===== config.mk =====
export PLATFORM = sky130hd
export DESIGN_NAME = cp0_ex_sequencer
export DESIGN_NICKNAME = d
export VERILOG_FILES = /design/src/rtl/cp0_ex_sequencer_pkg.sv /design/src/rtl/cp0_req_prio.sv /design/src/rtl/cp0_ex_sequencer.sv
export SDC_FILE = /design/constraint.sdc
export NUM_CORES = 1
export LEC_CHECK = 0
export CAP_MARGIN = 30
export CELL_PAD_IN_SITES_DETAIL_PLACEMENT = 0
export CELL_PAD_IN_SITES_GLOBAL_PLACEMENT = 1
export CORE_MARGIN = 2
export CORE_UTILIZATION = 28
export DETAILED_ROUTE_END_ITERATION = 6
export HOLD_SLACK_MARGIN = 0.08
export PLACE_DENSITY = 0.92
export REMOVE_ABC_BUFFERS = 1
export SYNTH_ARGS = -nofsm -noshare
export SYNTH_HDL_FRONTEND = slang
export SYNTH_SLANG_ARGS = --single-unit

===== constraint.sdc =====
create_clock -name clk -period 5.2 [get_ports clk]
set_input_delay 1.04 -clock clk [delete_from_list [all_inputs] [get_ports clk]]
set_output_delay 1.04 -clock clk [all_outputs]
set_load 0.01 [all_outputs]

===== src/rtl/cp0_ex_sequencer_pkg.sv =====
`default_nettype none
// ============================================================================
// cp0_ex_sequencer_pkg : CP0 register numbers, ExcCodes, sequencer states
// Revision 1.0 -- CP0_BADVADDR_EN adds the EX_BADV state
// ============================================================================
package cp0_ex_sequencer_pkg;

  typedef enum logic [4:0] {
    CP0_BADVADDR = 5'd8,
    CP0_STATUS   = 5'd12,
    CP0_CAUSE    = 5'd13,
    CP0_EPC      = 5'd14,
    CP0_UNUSED   = 5'd31
  } cp0_reg_e;

  typedef enum logic [4:0] {
    EXC_INT  = 5'd0,
    EXC_ADEL = 5'd4,
    EXC_ADES = 5'd5,
    EXC_SYS  = 5'd8,
    EXC_BP   = 5'd9,
    EXC_RI   = 5'd10,
    EXC_OV   = 5'd12
  } exc_code_e;

  localparam int STATUS_EXL = 1;

  typedef enum logic [2:0] {
    ST_IDLE      = 3'd0,
    ST_EX_EPC    = 3'd1,
    ST_EX_CAUSE  = 3'd2,
    ST_EX_STATUS = 3'd3,
`ifdef CP0_BADVADDR_EN
    ST_EX_BADV   = 3'd4,
`endif
    ST_ER_STATUS = 3'd5,
    ST_ER_EPC    = 3'd6,
    ST_REDIRECT  = 3'd7
  } seq_state_e;

  function automatic logic [31:0] status_with_exl(input logic [31:0] status,
                                                  input logic        exl);
    status_with_exl             = status;
    status_with_exl[STATUS_EXL] = exl;
  endfunction

  // BD and ExcCode replace their fields; IP[15:8] and the upper bits survive.
  function automatic logic [31:0] cause_update(input logic [31:0] cause,
                                               input logic        bd,
                                               input logic [4:0]  code);
    cause_update = {bd, cause[30:16], cause[15:8], 1'b0, code, 2'b00};
  endfunction

endpackage
`default_nettype wire


===== src/rtl/cp0_req_prio.sv =====
`default_nettype none
// ============================================================================
// cp0_req_prio : 4-way fixed-priority one-hot grant, bit 0 highest
// Revision 1.0
// ============================================================================
module cp0_req_prio (
  input  logic [3:0] req_i,
  output logic [3:0] grant_o
);

  // Isolate the lowest set request bit.
  assign grant_o = req_i & (~req_i + 4'd1);

endmodule
`default_nettype wire


===== src/rtl/cp0_ex_sequencer.sv =====
`default_nettype none
// ============================================================================
// cp0_ex_sequencer : arbitrates exception entry, ERET, MTC0 and MFC0 onto CP0
// Revision 1.0 -- define CP0_BADVADDR_EN to write BadVAddr on AdEL/AdES
// ============================================================================
module cp0_ex_sequencer
  import cp0_ex_sequencer_pkg::*;
#(
  parameter logic [31:0] EX_ENTRY  = 32'hBFC00380,
  parameter logic [31:0] BD_ADJUST = 32'd4
) (
  input  logic        clk,
  input  logic        reset,
  input  logic        ex_valid_i,
  input  logic [4:0]  ex_code_i,
  input  logic        ex_bd_i,
  input  logic [31:0] ex_pc_i,
  input  logic [31:0] ex_badvaddr_i,
  output logic        ex_ack_o,
  input  logic        eret_valid_i,
  output logic        eret_ack_o,
  input  logic        mtc0_req_i,
  input  logic [4:0]  mtc0_addr_i,
  input  logic [31:0] mtc0_wdata_i,
  output logic        mtc0_ack_o,
  input  logic        mfc0_req_i,
  input  logic [4:0]  mfc0_addr_i,
  output logic [31:0] mfc0_rdata_o,
  output logic        mfc0_ack_o,
  output logic [4:0]  cp0_raddr_o,
  input  logic [31:0] cp0_rdata_i,
  output logic        cp0_we_o,
  output logic [4:0]  cp0_waddr_o,
  output logic [31:0] cp0_wdata_o,
  output logic        busy_o,
  output logic        pipe_flush_o,
  output logic        redirect_valid_o,
  output logic [31:0] redirect_pc_o
);

  seq_state_e  state_q, state_d;
  logic        pipe_flush_q, pipe_flush_d;
  logic        is_ex_q;
  logic [4:0]  code_q;
  logic        bd_q;
  logic [31:0] pc_q;
  logic [31:0] target_q;
  logic [3:0]  req, grant;
  logic        take_ex, take_eret;

`ifdef CP0_BADVADDR_EN
  logic [31:0] badv_q;
`else
  logic unused_badvaddr;
  assign unused_badvaddr = ^ex_badvaddr_i;
`endif

  assign req = {mfc0_req_i, mtc0_req_i, eret_valid_i, ex_valid_i};

  cp0_req_prio u_prio (
    .req_i   (req),
    .grant_o (grant)
  );

  always_ff @(posedge clk) begin
    if (reset) begin
      state_q      <= ST_IDLE;
      pipe_flush_q <= 1'b0;
      is_ex_q      <= 1'b0;
      code_q       <= '0;
      bd_q         <= 1'b0;
      pc_q         <= '0;
      target_q     <= '0;
`ifdef CP0_BADVADDR_EN
      badv_q       <= '0;
`endif
    end else begin
      state_q      <= state_d;
      pipe_flush_q <= pipe_flush_d;
      if (take_ex) begin
        is_ex_q <= 1'b1;
        code_q  <= ex_code_i;
        bd_q    <= ex_bd_i;
        pc_q    <= ex_pc_i;
`ifdef CP0_BADVADDR_EN
        badv_q  <= ex_badvaddr_i;
`endif
      end
      if (take_eret) is_ex_q <= 1'b0;
      if (state_q == ST_ER_EPC) target_q <= cp0_rdata_i;
    end
  end

  // Reset gates every port action so an abandoned sequence issues no CP0 write.
  always_comb begin
    state_d          = state_q;
    take_ex          = 1'b0;
    take_eret        = 1'b0;
    ex_ack_o         = 1'b0;
    eret_ack_o       = 1'b0;
    mtc0_ack_o       = 1'b0;
    mfc0_ack_o       = 1'b0;
    mfc0_rdata_o     = '0;
    cp0_raddr_o      = CP0_UNUSED;
    cp0_we_o         = 1'b0;
    cp0_waddr_o      = CP0_UNUSED;
    cp0_wdata_o      = '0;
    redirect_valid_o = 1'b0;
    redirect_pc_o    = '0;
    if (!reset) begin
      case (state_q)
        ST_IDLE: begin
          if (grant[0]) begin
            ex_ack_o = 1'b1;
            take_ex  = 1'b1;
            state_d  = ST_EX_EPC;
          end else if (grant[1]) begin
            eret_ack_o = 1'b1;
            take_eret  = 1'b1;
            state_d    = ST_ER_STATUS;
          end else if (grant[2]) begin
            mtc0_ack_o  = 1'b1;
            cp0_we_o    = 1'b1;
            cp0_waddr_o = mtc0_addr_i;
            cp0_wdata_o = mtc0_wdata_i;
          end else if (grant[3]) begin
            mfc0_ack_o   = 1'b1;
            cp0_raddr_o  = mfc0_addr_i;
            mfc0_rdata_o = cp0_rdata_i;
          end
        end
        ST_EX_EPC: begin
          cp0_raddr_o = CP0_STATUS;
          // A nested exception keeps the original EPC.
          if (!cp0_rdata_i[STATUS_EXL]) begin
            cp0_we_o    = 1'b1;
            cp0_waddr_o = CP0_EPC;
            cp0_wdata_o = pc_q - (bd_q ? BD_ADJUST : 32'd0);
          end
          state_d = ST_EX_CAUSE;
        end
        ST_EX_CAUSE: begin
          cp0_raddr_o = CP0_CAUSE;
          cp0_we_o    = 1'b1;
          cp0_waddr_o = CP0_CAUSE;
          cp0_wdata_o = cause_update(cp0_rdata_i, bd_q, code_q);
          state_d     = ST_EX_STATUS;
        end
        ST_EX_STATUS: begin
          cp0_raddr_o = CP0_STATUS;
          cp0_we_o    = 1'b1;
          cp0_waddr_o = CP0_STATUS;
          cp0_wdata_o = status_with_exl(cp0_rdata_i, 1'b1);
          state_d     = ST_REDIRECT;
`ifdef CP0_BADVADDR_EN
          if (code_q == EXC_ADEL || code_q == EXC_ADES) state_d = ST_EX_BADV;
`endif
        end
`ifdef CP0_BADVADDR_EN
        ST_EX_BADV: begin
          cp0_we_o    = 1'b1;
          cp0_waddr_o = CP0_BADVADDR;
          cp0_wdata_o = badv_q;
          state_d     = ST_REDIRECT;
        end
`endif
        ST_ER_STATUS: begin
          cp0_raddr_o = CP0_STATUS;
          cp0_we_o    = 1'b1;
          cp0_waddr_o = CP0_STATUS;
          cp0_wdata_o = status_with_exl(cp0_rdata_i, 1'b0);
          state_d     = ST_ER_EPC;
        end
        ST_ER_EPC: begin
          cp0_raddr_o = CP0_EPC;
          state_d     = ST_REDIRECT;
        end
        ST_REDIRECT: begin
          redirect_valid_o = 1'b1;
          redirect_pc_o    = is_ex_q ? EX_ENTRY : target_q;
          state_d          = ST_IDLE;
        end
        default: state_d = ST_IDLE;
      endcase
    end
  end

  // Flush covers the exception path only, from the cycle after accept through REDIRECT.
  always_comb begin
    pipe_flush_d = 1'b0;
    case (state_d)
      ST_EX_EPC, ST_EX_CAUSE, ST_EX_STATUS: pipe_flush_d = 1'b1;
`ifdef CP0_BADVADDR_EN
      ST_EX_BADV:                           pipe_flush_d = 1'b1;
`endif
      ST_REDIRECT:                          pipe_flush_d = is_ex_q;
      default:                              pipe_flush_d = 1'b0;
    endcase
  end

  assign busy_o       = (state_q != ST_IDLE);
  assign pipe_flush_o = pipe_flush_q;

endmodule
`default_nettype wire

==> flow_summary.json, run 1 <==
{
  "multiInputGateArea_mm2": 0.00284,
  "die_h_um": 132,
  "synth_top_area_cell": "dfxtp_1",
  "cp_num_cells": 8,
  "yosysWarnings": 0,
  "hold_violations": 0,
  "tightest_slew_ps": 914,
  "netlist_area_mm2": 0.00456,
  "place_congestion": 0.887,
  "cts-htree-levels": 3,
  "max-vdd-ir-drop_mv": 0.175,
  "start_kind": "input port",
  "worst_setup_path_endpoint": "cp0_wdata_o[31]",
  "die_area_mm2": 0.0173,
  "overflow": 0,
  "synth-seq-cells": 75,
  "slowest_stage": "or4_1",
  "r2r-start": "state_q[0]",
  "synthTopCellsByArea": "dfxtp_1 (33%), nand2_1 (13%), a21oi_1 (8.6%)",
  "cp.required_ps": 4160,
  "route.vias.total": 5313,
  "dp_hpwl_mm": 14.4,
  "initial_core_util": 0.287,
  "arrival_ps": 3640,
  "holdBufCountCts": 0,
  "p_leak_nw": 2.57,
  "min_period_over_period": 0.899,
  "grt_max_degree": 51,
  "antenna_found_initial": 0,
  "clock-skew-final_ps": 6.74,
  "synthArstFlopShare": 0,
  "reg2reg_to": "pc_q[23]",
  "maxCapViolCount": 0,
  "slew_violations": 0,
  "antenna_left": 0,
  "routed_via_density": 4.89,
  "relSlewSlack": 0.391,
  "io_buffers": 231,
  "die_x_um": 132,
  "hold_class": "flip-flop to flip-flop",
  "cts_tree": "built",
  "end_kind": "output port",
  "area.sequential_mm2": 0.00150,
  "antenna_cells": 0,
  "whs_ps": 448,
  "wire_per_inst_um": 17.2,
  "holdPathStages": 2,
  "synth_edf_count": 0,
  "cp-startpoint": "ex_valid_i",
  "layout_min_cycle_time_ps": 4680,
  "max_freq_mhz": 214,
  "r2r_slack_ps": 2480,
  "dp.cells": 1071,
  "initialDrtViolationCount": 287,
  "pin_count": 264,
  "slowest_delay_ps": 580,
  "crit_fanout": 27,
  "grt_use_total": 0.212,
  "crit_top_cell": "clkdlybuf4s50_1",
  "drc": 0,
  "synth_cells": 661,
  "placeableCoreArea_mm2": 0.0159,
  "synth_top_flop_cell": "dfxtp_1",
  "status": "finished, final reports clean",
  "synth.avg_cell_area_um2": 6.90,
  "clk_pin_slew_ps": 60,
  "final_cell_mix": "clkdlybuf4s50_1 (230), nand2_1 (160), a21oi_1 (78), dfxtp_1 (75)",
  "grt_pass1_wl_mm": 29.1,
  "cts_buffer_depth": 2,
  "final_util": 0.468,
  "clock-sinks": 75,
  "grt_pass1_vias": 5166,
  "setup_violations": 0,
  "yosys.area.top_type_share": 0.329,
  "drive_above_1_share": 0.0528,
  "clockRootBuffer": "clkbuf_16",
  "r2r_cells": 5,
  "yosysSeqAreaShare": 0.329,
  "clk_latency_ps": 340,
  "path_cells": "clkdlybuf4s50_1 -> or4_1 -> nor3b_2 -> buf_12 -> a222oi_1 -> o22a_2 -> nand2_1 -> clkdlybuf4s50_1",
  "powerDensity_mw_per_mm2": 254,
  "cts-resized-gates": 0,
  "numCtsBuffers": 9,
  "routed_wl_mm": 18.7,
  "final_common_cell": "clkdlybuf4s50_1",
  "critPathKind": "input port to output port",
  "fillers": 1664,
  "final_cells": 1087,
  "synth_cell_type_count": 49,
  "rsz0062_at_grt": "no",
  "nNetsFinal": 1018,
  "area_growth_pct": 63.1,
  "post-cts-setup-buffers": 0,
  "fp-row-count": 46,
  "firstDrtPassIters": 5,
  "path_buf_inv": 3,
  "path_delay_family": "buffers and inverters"
}
[worst register-to-register path: cells and delay by family, from the launching register on]
kind | cells | cell delay, ps
compound gates | 1 | 130
buf+inv | 1 | 370
flops | 1 | 550
simple gates | 3 | 1600
[per-layer routing]
layer,global-route usage,vias up,share of wire
met4,0.0882,0,0.029
met5,0,-,0
met3,0.0301,33,0.049
met2,0.347,153,0.48
met1,0.280,2443,0.44
li1,-,2684,-
[metrics by stage]
step / power [mW] / TNS [ps] / worst slack, ps / instance area [um^2]
after CTS: 1.90 / 0 / 509 / 7430
final: 1.88 / 0 / 523 / 7430
after detailed placement: 1.16 / 0 / 518 / 7080
after floorplan: 0.888 / -2.46 / -2.46 / 4350
after global routing: 1.98 / 0 / 398 / 7430
after global placement: 1.16 / 0 / 542 / 7080
[cells by family after synthesis]
logic type | Yosys count | share of synthesized area
xor+xnor | 25 | 0.0480
buf+inv | 58 | 0.0497
fa+ha+maj | 2 | 0.00549
flops | 75 | 0.329
compound gates | 152 | 0.205
simple gates | 349 | 0.362
[flip-flops by register name (all words and copies together), names as in the netlist]
signal and cells:
pc_q 32, target_q 32, code_q 5, state_q 3, bd_q 1, is_ex_q 1
pipe_flush_o 1
[power breakdown]
group	switching (mW)	leakage, nW	total (mW)	internal, mW
Clock	0.251	0.169	0.734	0.483
Combinational	0.253	1.79	0.497	0.243
Sequential	0.0468	0.610	0.654	0.608
Total	0.551	2.57	1.88	1.33
[how the worst min path moves through the flow]
stage	slack (ps)	start	endpoint
floorplan	430	target_q[0]	target_q[0]
global placement	440	target_q[16]	target_q[16]
detailed placement	440	target_q[14]	target_q[14]
CTS	450	target_q[14]	target_q[14]
global route	460	target_q[6]	target_q[6]
finish	450	target_q[6]	target_q[6]
[cells in the mapped netlist (7+ instances only)]
| cell type | instances |
|---|---|
| nand2_1 | 160 |
| nor4_1 | 12 |
| dfxtp_1 | 75 |
| o22ai_1 | 19 |
| a22oi_1 | 25 |
| clkbuf_1 | 49 |
| nor3_1 | 19 |
| nand2b_1 | 8 |
| nor2_1 | 56 |
| a21oi_1 | 78 |
| xnor2_1 | 18 |
| and2_1 | 54 |
| xor2_1 | 7 |
[area by class of cell]
cell class | instances | area share
inverter | 5 | 0.00252
clock inverter | 6 | 0.0150
clock buffer | 10 | 0.0321
timing repair buffer | 247 | 0.330
sequential | 75 | 0.202
multi-input combinational | 528 | 0.382
tap | 216 | 0.0364
(Power assumes the default switching activity.)
==> run 2: changes to the inputs <==
--- a/config.mk
+++ b/config.mk
@@ -10,6 +10,7 @@
 export CELL_PAD_IN_SITES_GLOBAL_PLACEMENT = 1
 export CORE_MARGIN = 2
 export CORE_UTILIZATION = 28
+export CTS_BUF_LIST = sky130_fd_sc_hd__clkbuf_4 sky130_fd_sc_hd__clkbuf_8 sky130_fd_sc_hd__clkbuf_16
 export DETAILED_ROUTE_END_ITERATION = 6
 export HOLD_SLACK_MARGIN = 0.08
 export PLACE_DENSITY = 0.92
==> results of run 2 <==
No change in the layout: final DEF, timing and power equal those of run 1.
==> run 3: changes to the inputs <==
--- a/config.mk
+++ b/config.mk
@@ -12,6 +12,7 @@
 export CORE_UTILIZATION = 28
 export CTS_BUF_LIST = sky130_fd_sc_hd__clkbuf_4 sky130_fd_sc_hd__clkbuf_8 sky130_fd_sc_hd__clkbuf_16
 export DETAILED_ROUTE_END_ITERATION = 6
+export GPL_TIMING_DRIVEN = 0
 export HOLD_SLACK_MARGIN = 0.08
 export PLACE_DENSITY = 0.92
 export REMOVE_ABC_BUFFERS = 1
==> run 3 against run 2 <==
  * Utilization increased by 0.22 points
  * Combinational power increased by 1%
  * Sequential share of layout area shrank 0.095 points
  * Clock power is 0.8% lower
  * Largest cell class unchanged
  * Highest routed layer unchanged
==> flow_summary.json, run 3 (synthesis gave the netlist of run 1 again) <==
{
  "status": "finished, final reports clean",
  "maxCapViolCount": 0,
  "end_kind": "output port",
  "antenna_cells": 0,
  "grt_pass1_wl_mm": 28.9,
  "firstDrtPassIters": 5,
  "clock-sinks": 75,
  "overflow": 0,
  "routed_wl_mm": 18.4,
  "rsz0062_at_grt": "no",
  "wire_per_inst_um": 17.1,
  "dp_hpwl_mm": 13.9,
  "reg_top3": "pc_q x32, target_q x32, code_q x5",
  "max_freq_mhz": 197,
  "hp-start": "target_q[11]",
  "crit_fanout": 16,
  "dpl_cell_area_mm2": 0.00711,
  "cts_tree": "built",
  "r2r_cells": 5,
  "cp.required_ps": 4160,
  "clockRootBuffer": "clkbuf_16",
  "drc": 0,
  "clk_latency_ps": 340,
  "relSlewSlack": 0.383,
  "die_h_um": 132,
  "area_growth_pct": 63.8,
  "switching_share": 0.289,
  "io_buffers": 231,
  "final_common_cell": "clkdlybuf4s50_1",
  "critPathKind": "input port to output port",
  "grt_pass1_vias": 5127,
  "clock-skew-final_ps": 8.72,
  "clockPowerShare": 0.385,
  "combPwrFrac": 0.266,
  "hold_class": "flip-flop to flip-flop",
  "finalPower_mw": 1.89,
  "r2r_slack_ps": 2590,
  "initialDrtViolationCount": 341,
  "arrival_ps": 4040,
  "placeableCoreArea_mm2": 0.0159,
  "holdBufCountCts": 0,
  "die_area_mm2": 0.0173,
  "reg2reg_to": "pc_q[29]",
  "tightest_slew_ps": 923,
  "routed_via_density": 4.95,
  "route.vias.total": 5341,
  "post-place-ws_ps": 127,
  "nNetsFinal": 1011,
  "r2r-start": "state_q[1]",
  "fp-row-count": 46,
  "drive_above_1_share": 0.0452,
  "holdPathEnd": "target_q[11]",
  "holdPathStages": 2,
  "setup_violations": 0,
  "clk_pin_slew_ps": 60,
  "numCtsBuffers": 9,
  "p_int_mw": 1.34,
  "start_kind": "input port",
  "place_congestion": 0.896,
  "max-vdd-ir-drop_mv": 0.149,
  "powerDensity_mw_per_mm2": 253,
  "cts_buffer_depth": 2,
  "seqPwrFrac": 0.349,
  "post-cts-setup-buffers": 0,
  "hold_violations": 0,
  "worst_slack_ps": 123,
  "pin_count": 264,
  "slew_violations": 0,
  "cts-htree-levels": 3,
  "layout_min_cycle_time_ps": 5080,
  "grt_max_degree": 84,
  "min_period_over_period": 0.976,
  "antenna_left": 0,
  "whs_ps": 448,
  "die_x_um": 132,
  "final_cell_mix": "clkdlybuf4s50_1 (230), nand2_1 (160), a21oi_1 (78), dfxtp_1 (75), and2_1 (54)",
  "antenna_found_initial": 0,
  "p_sw_mw": 0.546,
  "finalInstanceArea_mm2": 0.00747,
  "p_leak_nw": 2.57,
  "grt_use_total": 0.209,
  "initial_core_util": 0.287
}
[run 3: timing repair]
item	in CTS	in global routing
hold endpoints to repair	0	0
setup endpoints to repair	0	13
gates resized for setup	0	2
[run 3: layout make-up]
type	count	area, um^2
Fill cell	1597	8420
Multi-Input combinational cell	528	2850
Timing Repair Buffer	240	2480
Sequential cell	75	1500
Tap cell	216	270
Clock buffer	11	246
Clock inverter	4	98.8
Inverter	5	18.8
[run 3: per-stage QoR]
step	setup TNS (ps)	std cells	util
final	0	1079	0.470
after global routing	0	1079	0.470
after CTS	0	1079	0.470
after detailed placement	0	1064	0.448
after global placement	-220730	1055	0.436
after floorplan	-2.46	608	-
[run 3: worst max-delay path by stage]
| stage | from | endpoint | slack [ps] |
|---|---|---|---|
| detailed placement | reset | redirect_pc_o[21] | 130 |
| CTS | ex_valid_i | cp0_wdata_o[18] | 120 |
| finish | ex_valid_i | cp0_wdata_o[18] | 120 |
| floorplan | ex_valid_i | cp0_wdata_o[31] | -2 |
| global placement | ex_valid_i | cp0_wdata_o[31] | -2780 |
| global route | ex_valid_i | cp0_wdata_o[18] | 40 |
[run 3: critical path, stage by stage]
cell	delay, ps
clkdlybuf4s50_1	540
or4_1	640
nor3b_4	380
buf_6	220
buf_6	190
a22oi_1	180
o22ai_1	250
clkdlybuf4s50_1	580
[run 3: power groups by stage]
stage               Combinational, mW  Clock (mW)  Sequential [mW]
floorplan                       0.233           0            0.655
global route                    0.546       0.767            0.666
CTS                             0.503       0.744            0.657
global placement                0.478           0            0.669
detailed placement              0.500           0            0.670
finish                          0.503       0.728            0.659
[run 3: per-layer routing]
metal  GRT usage  up-vias  wire [um]
li1            -     2664          -
met3      0.0278       31        843
met1       0.271     2466       8290
met2       0.346      180       8760
met4      0.0894        0        539
met5           0        -          0
